===== config.mk =====
export PLATFORM = sky130hd
export DESIGN_NAME = stream_mux_n_1
export DESIGN_NICKNAME = d
export VERILOG_FILES = /design/src/rtl/stream_mux_n_1.sv
export SDC_FILE = /design/constraint.sdc
export NUM_CORES = 1
export LEC_CHECK = 0
export ABC_AREA = 0
export CAP_MARGIN = 20
export CORE_AREA = 2 2 49 51
export CTS_CLUSTER_SIZE = 28
export DETAILED_ROUTE_END_ITERATION = 16
export DIE_AREA = 0 0 51 53
export PLACE_DENSITY = 0.8
export SLEW_MARGIN = 20
export SYNTH_ARGS = -nofsm -noshare
export SYNTH_HDL_FRONTEND = slang
export SYNTH_SLANG_ARGS = --single-unit

===== constraint.sdc =====
create_clock -name clk -period 3.26 [get_ports clk]
set_clock_uncertainty 0.15 [all_clocks]
set_input_delay 0.652 -clock clk [delete_from_list [all_inputs] [get_ports clk]]
set_output_delay 0.652 -clock clk [all_outputs]
set_load 0.1 [all_outputs]

===== src/rtl/stream_mux_n_1.sv =====
// ---------------------------------------------------------------------------
// stream_mux_n_1
//
// Purpose:
//   N-to-1 valid/ready stream multiplexer with a one-word registered output
//   stage. The source channel is either chosen directly by 'sel' (MODE 0) or
//   by a round-robin arbiter over the valid channels (MODE 1).
//
// Handshake:
//   A word moves across a port on a rising clk edge where that port's valid
//   and ready are both high. The output register may load whenever it is
//   empty or its current word is being taken in the same cycle
//   (load_en = !out_valid || out_ready). This gives one word per clock when
//   downstream never stalls. out_data, out_valid and grant hold steady while
//   out_valid is high and out_ready is low.
//
// Parameters:
//   N    : number of input channels (2..16)
//   W    : data width per channel (1..64)
//   MODE : 0 = select-driven, 1 = round-robin
//
// Ports:
//   clk       : clock, rising-edge active
//   rst_n     : asynchronous active-low reset
//   in_data   : N*W packed channel data, channel k at [k*W +: W]
//   in_valid  : per-channel valid
//   in_ready  : per-channel ready (combinational, at most one bit high)
//   sel       : channel select, MODE 0 only
//   out_data  : registered output word
//   out_valid : registered output valid
//   out_ready : downstream ready
//   grant     : registered index of the channel that supplied out_data
// ---------------------------------------------------------------------------
module stream_mux_n_1 #(
  parameter int N    = 4,
  parameter int W    = 8,
  parameter int MODE = 0,
  localparam int SW  = $clog2(N)
) (
  input  logic           clk,
  input  logic           rst_n,
  input  logic [N*W-1:0] in_data,
  input  logic [N-1:0]   in_valid,
  output logic [N-1:0]   in_ready,
  input  logic [SW-1:0]  sel,
  output logic [W-1:0]   out_data,
  output logic           out_valid,
  input  logic           out_ready,
  output logic [SW-1:0]  grant
);

  // N widened by one bit so channel indices can be range-checked and wrapped
  localparam logic [SW:0] NUM = (SW+1)'(N);

  logic [W-1:0]  r_out_data;
  logic          r_out_valid;
  logic [SW-1:0] r_grant;

  logic          w_load_en;
  logic          w_found;
  logic [SW-1:0] w_choice;
  logic [W-1:0]  w_ch_data;
  logic          w_ch_valid;
  logic [N-1:0]  w_ready;
  logic          w_xfer;

  assign w_load_en = !r_out_valid || out_ready;

  // -------------------------------------------------------------------------
  // Channel choice
  // -------------------------------------------------------------------------
  if (MODE == 0) begin : g_sel
    // sel may exceed N-1 when N is not a power of two; such values choose
    // nothing, so every in_ready stays low.
    always_comb begin
      w_choice = sel;
      w_found  = ({1'b0, sel} < NUM);
    end
  end else begin : g_rr
    localparam logic [SW-1:0] LAST = SW'(N - 1);

    // Search starts at r_ptr: the channel just after the last one served.
    logic [SW-1:0] r_ptr;
    logic [SW:0]   w_idx_sum;
    logic [SW-1:0] w_idx;

    always_comb begin
      w_found   = 1'b0;
      w_choice  = '0;
      w_idx_sum = '0;
      w_idx     = '0;
      for (int i = 0; i < N; i++) begin
        // ptr + i stays below 2N-1, so a single subtraction wraps it
        w_idx_sum = {1'b0, r_ptr} + (SW+1)'(i);
        if (w_idx_sum >= NUM) begin
          w_idx_sum = w_idx_sum - NUM;
        end
        w_idx = w_idx_sum[SW-1:0];
        if (!w_found && in_valid[w_idx]) begin
          w_found  = 1'b1;
          w_choice = w_idx;
        end
      end
    end

    // Pointer only moves on a real input transfer
    always_ff @(posedge clk or negedge rst_n) begin
      if (!rst_n) begin
        r_ptr <= '0;
      end else if (w_xfer) begin
        r_ptr <= (w_choice == LAST) ? '0 : w_choice + 1'b1;
      end
    end
  end

  // -------------------------------------------------------------------------
  // Data/valid mux and one-hot ready. Loop compare instead of a variable
  // index keeps out-of-range selects from reading past the packed bus.
  // -------------------------------------------------------------------------
  always_comb begin
    w_ch_data  = '0;
    w_ch_valid = 1'b0;
    w_ready    = '0;
    for (int k = 0; k < N; k++) begin
      if (w_choice == SW'(k)) begin
        w_ch_data  = in_data[k*W +: W];
        w_ch_valid = in_valid[k];
        // rst_n gate keeps ready low for the whole time reset is held
        if (rst_n && w_load_en && w_found) begin
          w_ready[k] = 1'b1;
        end
      end
    end
  end

  assign w_xfer = rst_n && w_load_en && w_found && w_ch_valid;

  // -------------------------------------------------------------------------
  // Output register
  // -------------------------------------------------------------------------
  always_ff @(posedge clk or negedge rst_n) begin
    if (!rst_n) begin
      r_out_data  <= '0;
      r_out_valid <= 1'b0;
      r_grant     <= '0;
    end else if (w_xfer) begin
      // Covers both the empty case and accept-and-replace in one cycle
      r_out_data  <= w_ch_data;
      r_out_valid <= 1'b1;
      r_grant     <= w_choice;
    end else if (out_ready) begin
      // Word taken with nothing to replace it; data and grant are kept
      r_out_valid <= 1'b0;
    end
  end

  assign in_ready  = w_ready;
  assign out_data  = r_out_data;
  assign out_valid = r_out_valid;
  assign grant     = r_grant;

endmodule


Word-level counts from Yosys, hierarchy flattened
Index checks and enable logic that the tools add are counted.
{ "op_classes": {"mul": 0, "n_div": 0, "order_cmp": 0, "reduce_logical": 6, "n_mux": 15, "bitwise_logic": 0, "add_sub_neg": 0, "n_shift": 0, "n_eq_ne": 3} }
{ "ops": {"columns": ["cell", "n"], "rows": [
  ["8-bit 2-to-1 mux", 4],
  ["1-bit 2-to-1 mux", 11],
  ["2-bit == test (second input constant)", 2],
  ["2-bit by 1-bit == test with 1-bit output (second input constant)", 1],
  ["1-bit logical AND", 2],
  ["2-bit zero test", 1],
  ["2-bit nonzero test", 1],
  ["1-bit zero test", 1],
  ["1-bit logical OR", 1]
]} }
{ "word_totals": {"reg_bits": 11, "mem_bits_rw": 0, "out_inout_bits": 15, "word_cells": 27, "rom_bits": 0, "input_bits": 41, "latchBits": 0, "memories": 0} }

Logic depth before layout (Yosys ltp)
Gate-level depths: netlist of the first run.
{ "depth": {"word_depth": 7, "ltp_mapped": 5, "depth_no_buf": 3} }

Least setup slack after synthesis of the first run
No wires, ideal clock.
{ "synth_path": {"path_kind": "reg2out", "start": "register r_out_valid (netlist: out_valid)", "end": "output in_ready[1]", "stages_incl_launch_ff": 4, "setup_slack_ns": -0.986, "t_arrival_ns": 3.444, "path_buffers": 0, "cell_sequence": "dfrtp_1 -> nand2b_1 -> nand2_1 -> nor3b_1"} }
{ "synth_between": {"elab_chain_cells": 5} }
{ "synth_rtl": {"columns": ["element", "line", "source"], "rows": [
  ["start, declared", "56", "logic r_out_valid;"],
  ["start signal, assigned", "144", "r_out_valid <= 1'b0;"],
  ["start signal, assigned", "149", "r_out_valid <= 1'b1;"],
  ["start signal, assigned", "153", "r_out_valid <= 1'b0;"],
  ["1-bit zero test", "67", "assign w_load_en = !r_out_valid || out_ready;"],
  ["1-bit logical OR", "67", null],
  ["1-bit logical AND", "129", "if (rst_n && w_load_en && w_found) begin"],
  ["1-bit 2-to-1 mux", "129", null],
  ["1-bit 2-to-1 mux", "125", "if (w_choice == SW'(k)) begin"],
  ["end, declared", "44", "output logic [N-1:0] in_ready,"]
]} }
Every way passes these cells.

Worst setup path in the final report of the first run
{ "layout_path": {"start": "input out_ready", "end": "output in_ready[1]"} }
{ "layout_between": {"elab_chain_cells": 4} }
{ "layout_rtl": {"columns": ["element", "line", "source"], "rows": [
  ["start, declared", "48", "input logic out_ready,"],
  ["1-bit logical OR", "67", null],
  ["1-bit logical AND", "129", null],
  ["1-bit 2-to-1 mux", "129", null],
  ["1-bit 2-to-1 mux", "125", null]
]} }
Every way passes these cells.

==> results.txt, run 1 <==
- Clock tree from TritonCTS: built
* Leakage dissipation: 0.550 nW
* Post-placement worst setup slack: 0.414 ns
- After detailed routing, the number of remaining DRC violations is 0.
* Crit. Startpoint: out_ready
* Diodes inserted: 0
- Largest fanout on the critical path: 6
- Share of total power in the clock network: between 10% and 20%
- Post-cts gate resize count: 0
- RSZ-0062 raised after global routing: false
* Tightest slew margin relative to the limit: 65.8%
* Area of the mapped netlist: 722 sq um
- The sequential cells in the finished layout cover a total of 275 sq um.
* Data required time at the worst endpoint: around 2.5 ns
* Count of buffers inserted at the top-level ports: 55
* F_max: 352 MHz
- Ratio of cells with drive above 1 in the final layout: 41.3%
- After synthesis, the netlist uses 15 different library cells.
- Synthesis handed over a netlist of 45 instances.
- In this run, synthesis produced a sequential element count of 11.
- The number of pins exceeding their max-slew limit in the final report is 0.
* Outcome: finished, final reports clean
- Using the TritonRoute via totals, the vias-per-cell ratio works out to 4.98.
* Aggregate routed wire length: 1960 um
- At the end of the flow, the number of nets in the layout was 146.
* Number of H-tree levels: 1
* Total clock buffers created by CTS: 3
- Once routing completed, OpenROAD measured the worst setup slack at just over 0.4 ns.
- Dividing total power by cell area gives a power density of 563 nW/um^2.
- Once the clock tree was built, the setup fixing pass inserted 0 buffers.
- STA classifies the critical path startpoint as an input port.
- Clock input transition at the sequential cells of the worst setup and hold paths: 0.07 ns
* Final critical-path share of the clock period: 87.2%
* Antenna violations before repair: 0
* IO Pins: 56
- The longest clock path from root to sink contains 2 buffers.
- In the global route stage, overall resource usage came out at between 10% and 20%.
- Overall overflow remaining after global route: 0
* WL per Instance: ~15 um
* Commonest non-fill, non-tap cell in the layout: clkdlybuf4s50_1
- The tree is rooted in a clkbuf_4.
- When the netlist entered floorplanning its net count stood at 86.
- The clock reaches the later pin of the worst-skew pair after between 0.2 and 0.3 ns.
* Total Neg Setup Slack: 0 ns
- Via count of the first global-routing pass: 670
* Relative contribution of sequential cells to total power: approximately 25%
- The final route contains 657 vias.
- Class of the tightest hold or removal check: flip-flop to flip-flop
- Number of hold buffers added after cts: 0
* Comb pwr share: 63.5%
- The worst path in the final design needs a cycle of 2.84 ns, including I/O delays and setup.
- Detailed placement finished with a half-perimeter wire length of around 1600 um.
- Total number of yosys warnings: 0
- Area of the die: approximately 2700 sq um
- The count of cells in the finished layout, fillers not included, comes to 132.
- Global-route wire length before repair: 3210 um
- Number of violations of the max-capacitance limit: 0
* Fraction of power spent switching nets: 52.1%
- The worst register-to-register path begins at out_valid.
- Final setup violating endpoints: 0
- Die Wd: just over 50 um
- The clock drives 11 sinks.
- The floorplan has 17 rows.
* Pin slew with the least headroom to its limit: 0.511 ns
- Largest net degree at the start of global routing: 17
- Count of TritonRoute iterations in the first routing pass: 4
- Summing the sequential cell areas from Yosys gives 38.1% of the chip area.
- The analysis attributes to net switching a power of 398 uW.
- The critical path is of the input port to output pin type.
- Once detail routing completed, the nets flagged for antenna violations numbered 0.
- Number of placed cells counting well taps: between 100 and 150
- Averaged over all synthesized cells, the footprint is roughly 16 sq um.
* Fill count: 169
* Beginning of the worst hold path: grant[0]
- The core region is 2150 sq um.
- The detailed router finished its first iteration with 7 violations.
- Once the floorplan was initialized, standard cells occupied 33.6% of the core.
- Across the VDD grid, the largest voltage drop is approximately 310 uV.
- The floorplan step set the die height to 53 um.
- Area overhead of the layout relative to synthesis: 88.0%
- Data on the critical path arrives at its endpoint at 2.04 ns.
- Critical path endpoint category: output pin
- P_int: 366 uW
- The library cells used most frequently in the layout, excluding fill and tap cells, are clkdlybuf4s50_1 (40), buf_4 (14), mux2_2 (11), dfrtp_1 (11), mux4_2 (6).
- Final Wtd Congestion: about 0.66
- Multi-input gate area in the final layout: 435 sq um
- Hold Violations, Final: 0
final timing paths:
path,to,slack (ns),cells after the start
worst max-delay path,in_ready[1],0.42,5
worst min-delay path,grant[0],0.36,1
worst max register to register,out_data[7],1.84,3
worst min register to register,grant[0],0.36,1
max in group asynchronous,out_data[7],2.21,2
min in group asynchronous,out_data[5],0.58,2
power by group through the flow:
stage	clock [mW]	sequential (mW)	combinational [mW]
after floorplan	0	0.453	0.0898
after global placement	0	0.192	0.485
after detailed placement	0	0.193	0.488
after CTS	0.0926	0.191	0.488
after global routing	0.0975	0.194	0.500
final	0.0884	0.190	0.485
final cells by class:
| type | count | area share, % |
|---|---|---|
| clock buffer | 4 | 1.94 |
| timing repair buffer | 58 | 43.1 |
| tap | 28 | 2.58 |
| multi-input combinational | 31 | 32.1 |
| sequential | 11 | 20.3 |
worst max-delay path: stages:
cell             delay, ns
clkdlybuf4s50_1       0.44
nand2b_1              0.25
nand2_1               0.18
nor3b_2               0.29
buf_12                0.21
sequential cells by signal, indices dropped and copies added (netlist names):
signal,flops
out_data,8
grant,2
out_valid,1
logic make-up after synthesis:
logic type	count (synthesis)	share of synthesized area, %
simple gates	9	9.01
compound gates	2	2.43
flops	11	38.1
mux	20	46.8
buf+inv	3	3.64
per-layer routing:
metal	vias to the layer above	global-route usage, %	wire length [um]
li1	305	-	-
met1	327	19.0	748
met2	23	29.4	1080
met3	2	3.11	88
met4	0	8.11	40
met5	-	0	0
cells in the mapped netlist (all sizes together):
| cell | n | share of area [%] |
|---|---|---|
| dfrtp | 11 | 38 |
| mux2 | 11 | 17 |
| mux4 | 9 | 30 |
| buf | 2 | 3.1 |
| nand2 | 2 | 1.0 |
| nand3 | 2 | 3.1 |
| nor3b | 2 | 2.1 |
| a22o | 1 | 1.2 |
| a31o | 1 | 1.2 |
| and4 | 1 | 1.2 |
| clkbuf | 1 | 0.52 |
| nand2b | 1 | 0.87 |
| nor3 | 1 | 0.69 |
per-stage QoR:
step                power, mW  cell area, sq um  utilization, %  hold WS, ns
floorplan               0.542               737               -        0.206
CTS                     0.771              1360            63.2        0.361
global placement        0.677              1330            62.0        0.339
detailed placement      0.681              1330            62.0        0.345
finish                  0.764              1360            63.2        0.356
global route            0.792              1360            63.2        0.372
Power figures use the tool's default switching activity.
==> inputs of run 2 (changes only) <==
--- a/config.mk
+++ b/config.mk
@@ -12,6 +12,7 @@
 export DETAILED_ROUTE_END_ITERATION = 16
 export DIE_AREA = 0 0 51 53
 export PLACE_DENSITY = 0.8
+export REMOVE_ABC_BUFFERS = 1
 export SLEW_MARGIN = 20
 export SYNTH_ARGS = -nofsm -noshare
 export SYNTH_HDL_FRONTEND = slang
==> run 2 against run 1 <==
Sequential power barely moved. Clock power increased by 6.4%. Die area unchanged. Critical endpoint unchanged. Combinational power about the same. Flip-flop and latch count did not move. Via count shrank 0.61%. Largest cell class unchanged. Cell count rose by 0.76%. Non-clock buffer count increased by 1. Largest power group unchanged. Maximum frequency down 1.1%. Critical path type unchanged. Worst setup slack worse by 0.032 ns.
==> results.txt, run 2 (same netlist as run 1, synthesis figures left out) <==
* Data required time at the worst endpoint: 2.46 ns
- Of the cells placed in the final design, the portion with a size suffix greater than 1 is between 30 and 40%.
* Count of buffers inserted at the top-level ports: 55
* Fin crit period: 2.88 ns
- In the final routed layout, each cell accounts on average for 14.8 um.
- Along the worst hold path, the cell count comes to 1.
* Aggregate routed wire length: 1970 um
* Final setup violating endpoints: 0
* Post-cts gate resize count: 0
- The floorplan step set the die width to 51 um.
* Clock root buffer: clkbuf_4
* Class of the most critical setup path: input port to output pin
* Fill count: 172
- Area overhead of the layout relative to synthesis: 87.0%
- In this design, the stage delay of the slowest critical-path cell is 0.44 ns.
- For this block, the via count after detailed routing is 653.
- Global routing used around 16% of the available tracks.
- The region available for standard cell placement spans roughly 2100 sq um.
* Maximum count of clock buffers along a single path: 2
- Count of antenna-violating nets left after detailed routing: 0
- Number of placed cells counting well taps: 129
- Fraction of power spent switching nets: roughly 52%
* Largest fanout on the critical path: 6
- Power Density: 568 nW/um^2
* Total clock buffers created by CTS: 3
- Final critical-path share of the clock period: 88.2%
- Largest net degree at the start of global routing: 16
* Share of total power in the clock network: 12.3%
- Pin slew with the least headroom to its limit: ~0.38 ns
- Leaving out fill and tap cells, the most frequent cells in the layout are clkdlybuf4s50_1 (40), buf_4 (15), mux2_2 (11), dfrtp_1 (11), mux4_2 (6).
- Clock network latency to the later pin of the worst-skew pair: 0.27 ns
- For this block, the initial DRC count from the detailed router was 7.
- Number of flip-flops under the largest register name: 8
- The internal portion of the total power is 366 uW.
* Critical Path Slowest Stage Cell: clkdlybuf4s50_1
* Number of vias per cell after detailed routing: a little under 5
* Number of H-tree levels: 1
- Clock-pin slew was measured on the worst setup and hold paths at 0.07 ns.
* Setup ws final: 0.383 ns
- Commonest non-fill, non-tap cell in the layout: clkdlybuf4s50_1
- Once layout is complete, the cells apart from fillers number 133.
* Half-perimeter wire length after placement: 1650 um
- RSZ-0062 raised after global routing: false
- Count of TritonRoute iterations in the first routing pass: 4
* Count of pins over their slew limit: 0
* Class of the tightest hold or removal check: flip-flop to flip-flop
* Area of the die: ~2700 sq um
- The number of hold buffers added after CTS was 0.
- The first global-routing pass estimated 3150 um of wire.
- The number of antenna diodes in the final layout is 0.
- Clock tree from TritonCTS: built
- In this design, the largest share of critical-path delay is due to simple AND/OR/NAND/NOR gates.
- Once the clock tree was built, the setup fixing pass inserted 0 buffers.
- Hold Violations, Final: 0
- The number of antenna violations at the first check in global routing was 0.
- Via count of the first global-routing pass: 682
* Relative contribution of sequential cells to total power: 24.7%
- The congestion estimate from routability-driven global placement came to 0.733.
- Number of placement rows: 17
- In this run the vertical extent of the chip is 53 um.
* Maximum vdd ir drop: about 380 uV
- The worst setup path is captured at an output pin.
* IO Pins: 56
- Setup crit start kind: input port
* Count of buffer and inverter cells on the critical path: 2
- In this run the tightest slew margin relative to its limit is 74.5%.
* Cell count of the worst reg-to-reg path: 3
- Leakage dissipation: 0.551 nW
- Outcome: finished, final reports clean
- Summed over all nets, the switching power comes to 401 uW.
* DRC viols: 0
* CP arrival: 2.07 ns
- Comb pwr share: 63.0%
- At the end of the flow, the number of nets in the layout was 147.
* F_max: 348 MHz
- Number of violations of the max-capacitance limit: 0
- Post-placement worst setup slack: 0.366 ns
* Critical path, cell by cell: clkdlybuf4s50_1 -> nand2b_1 -> nand2_1 -> nor3b_1 -> buf_12
* Number of clock sinks: 11
- Once the floorplan was initialized, standard cells occupied around 34% of the core.
* Overall power of the completed layout: 767 uW
* Overall overflow remaining after global route: 0
- Counting buffers and inverters, the worst setup path is 5 cells deep.
-- run 2: power groups by stage --
| stage | Combinational, mW | Clock, mW | Sequential, mW |
|---|---|---|---|
| 6_report | 0.483 | 0.0941 | 0.190 |
| 3_5_place_dp | 0.486 | 0 | 0.193 |
| 5_1_grt | 0.497 | 0.104 | 0.196 |
| 3_3_place_gp | 0.482 | 0 | 0.192 |
| 2_1_floorplan | 0.0812 | 0 | 0.453 |
| 4_1_cts | 0.487 | 0.0979 | 0.191 |
-- run 2: per-stage QoR --
stage	utilization, %	setup TNS, ns	hold WS [ns]	cell area [sq um]
2_1_floorplan	-	-2.75	0.206	696
3_3_place_gp	61.6	0	0.342	1320
3_5_place_dp	61.6	0	0.346	1320
4_1_cts	62.8	0	0.363	1350
5_1_grt	62.8	0	0.377	1350
6_report	62.8	0	0.360	1350
-- run 2: final timing paths --
check | endpoint | slack [ns] | from
setup / recovery | in_ready[1] | 0.38 | out_ready
hold / removal | out_data[4] | 0.36 | out_data[4]
setup reg to reg | out_data[1] | 1.88 | out_valid
hold reg to reg | out_data[4] | 0.36 | out_data[4]
max in group asynchronous | out_data[2] | 2.14 | rst_n
min in group asynchronous | grant[1] | 0.64 | rst_n
-- run 2: cell type report --
class                      instances  area (sq um)  share of cell area, %
tap                               28          35.0                   2.60
timing repair buffer              59           593                   43.9
clock buffer                       4          26.3                   1.95
multi-input combinational         31           420                   31.1
sequential                        11           275                   20.4
-- run 2: metal layers --
layer  global-route usage (%)  share of wire (%)  vias up
li1                         -                  -      307
met1                     19.2                 40      316
met2                     29.2                 53       30
met3                     3.11                7.0        0
met4                     5.41                  0        0
met5                        0                  0        -
==> inputs of run 3 (changes only) <==
--- a/config.mk
+++ b/config.mk
@@ -11,6 +11,7 @@
 export CTS_CLUSTER_SIZE = 28
 export DETAILED_ROUTE_END_ITERATION = 16
 export DIE_AREA = 0 0 51 53
+export GPL_ROUTABILITY_DRIVEN = 0
 export PLACE_DENSITY = 0.8
 export REMOVE_ABC_BUFFERS = 1
 export SLEW_MARGIN = 20
==> results of run 3 <==
Final layout, timing and power as in run 2 (identical DEF).
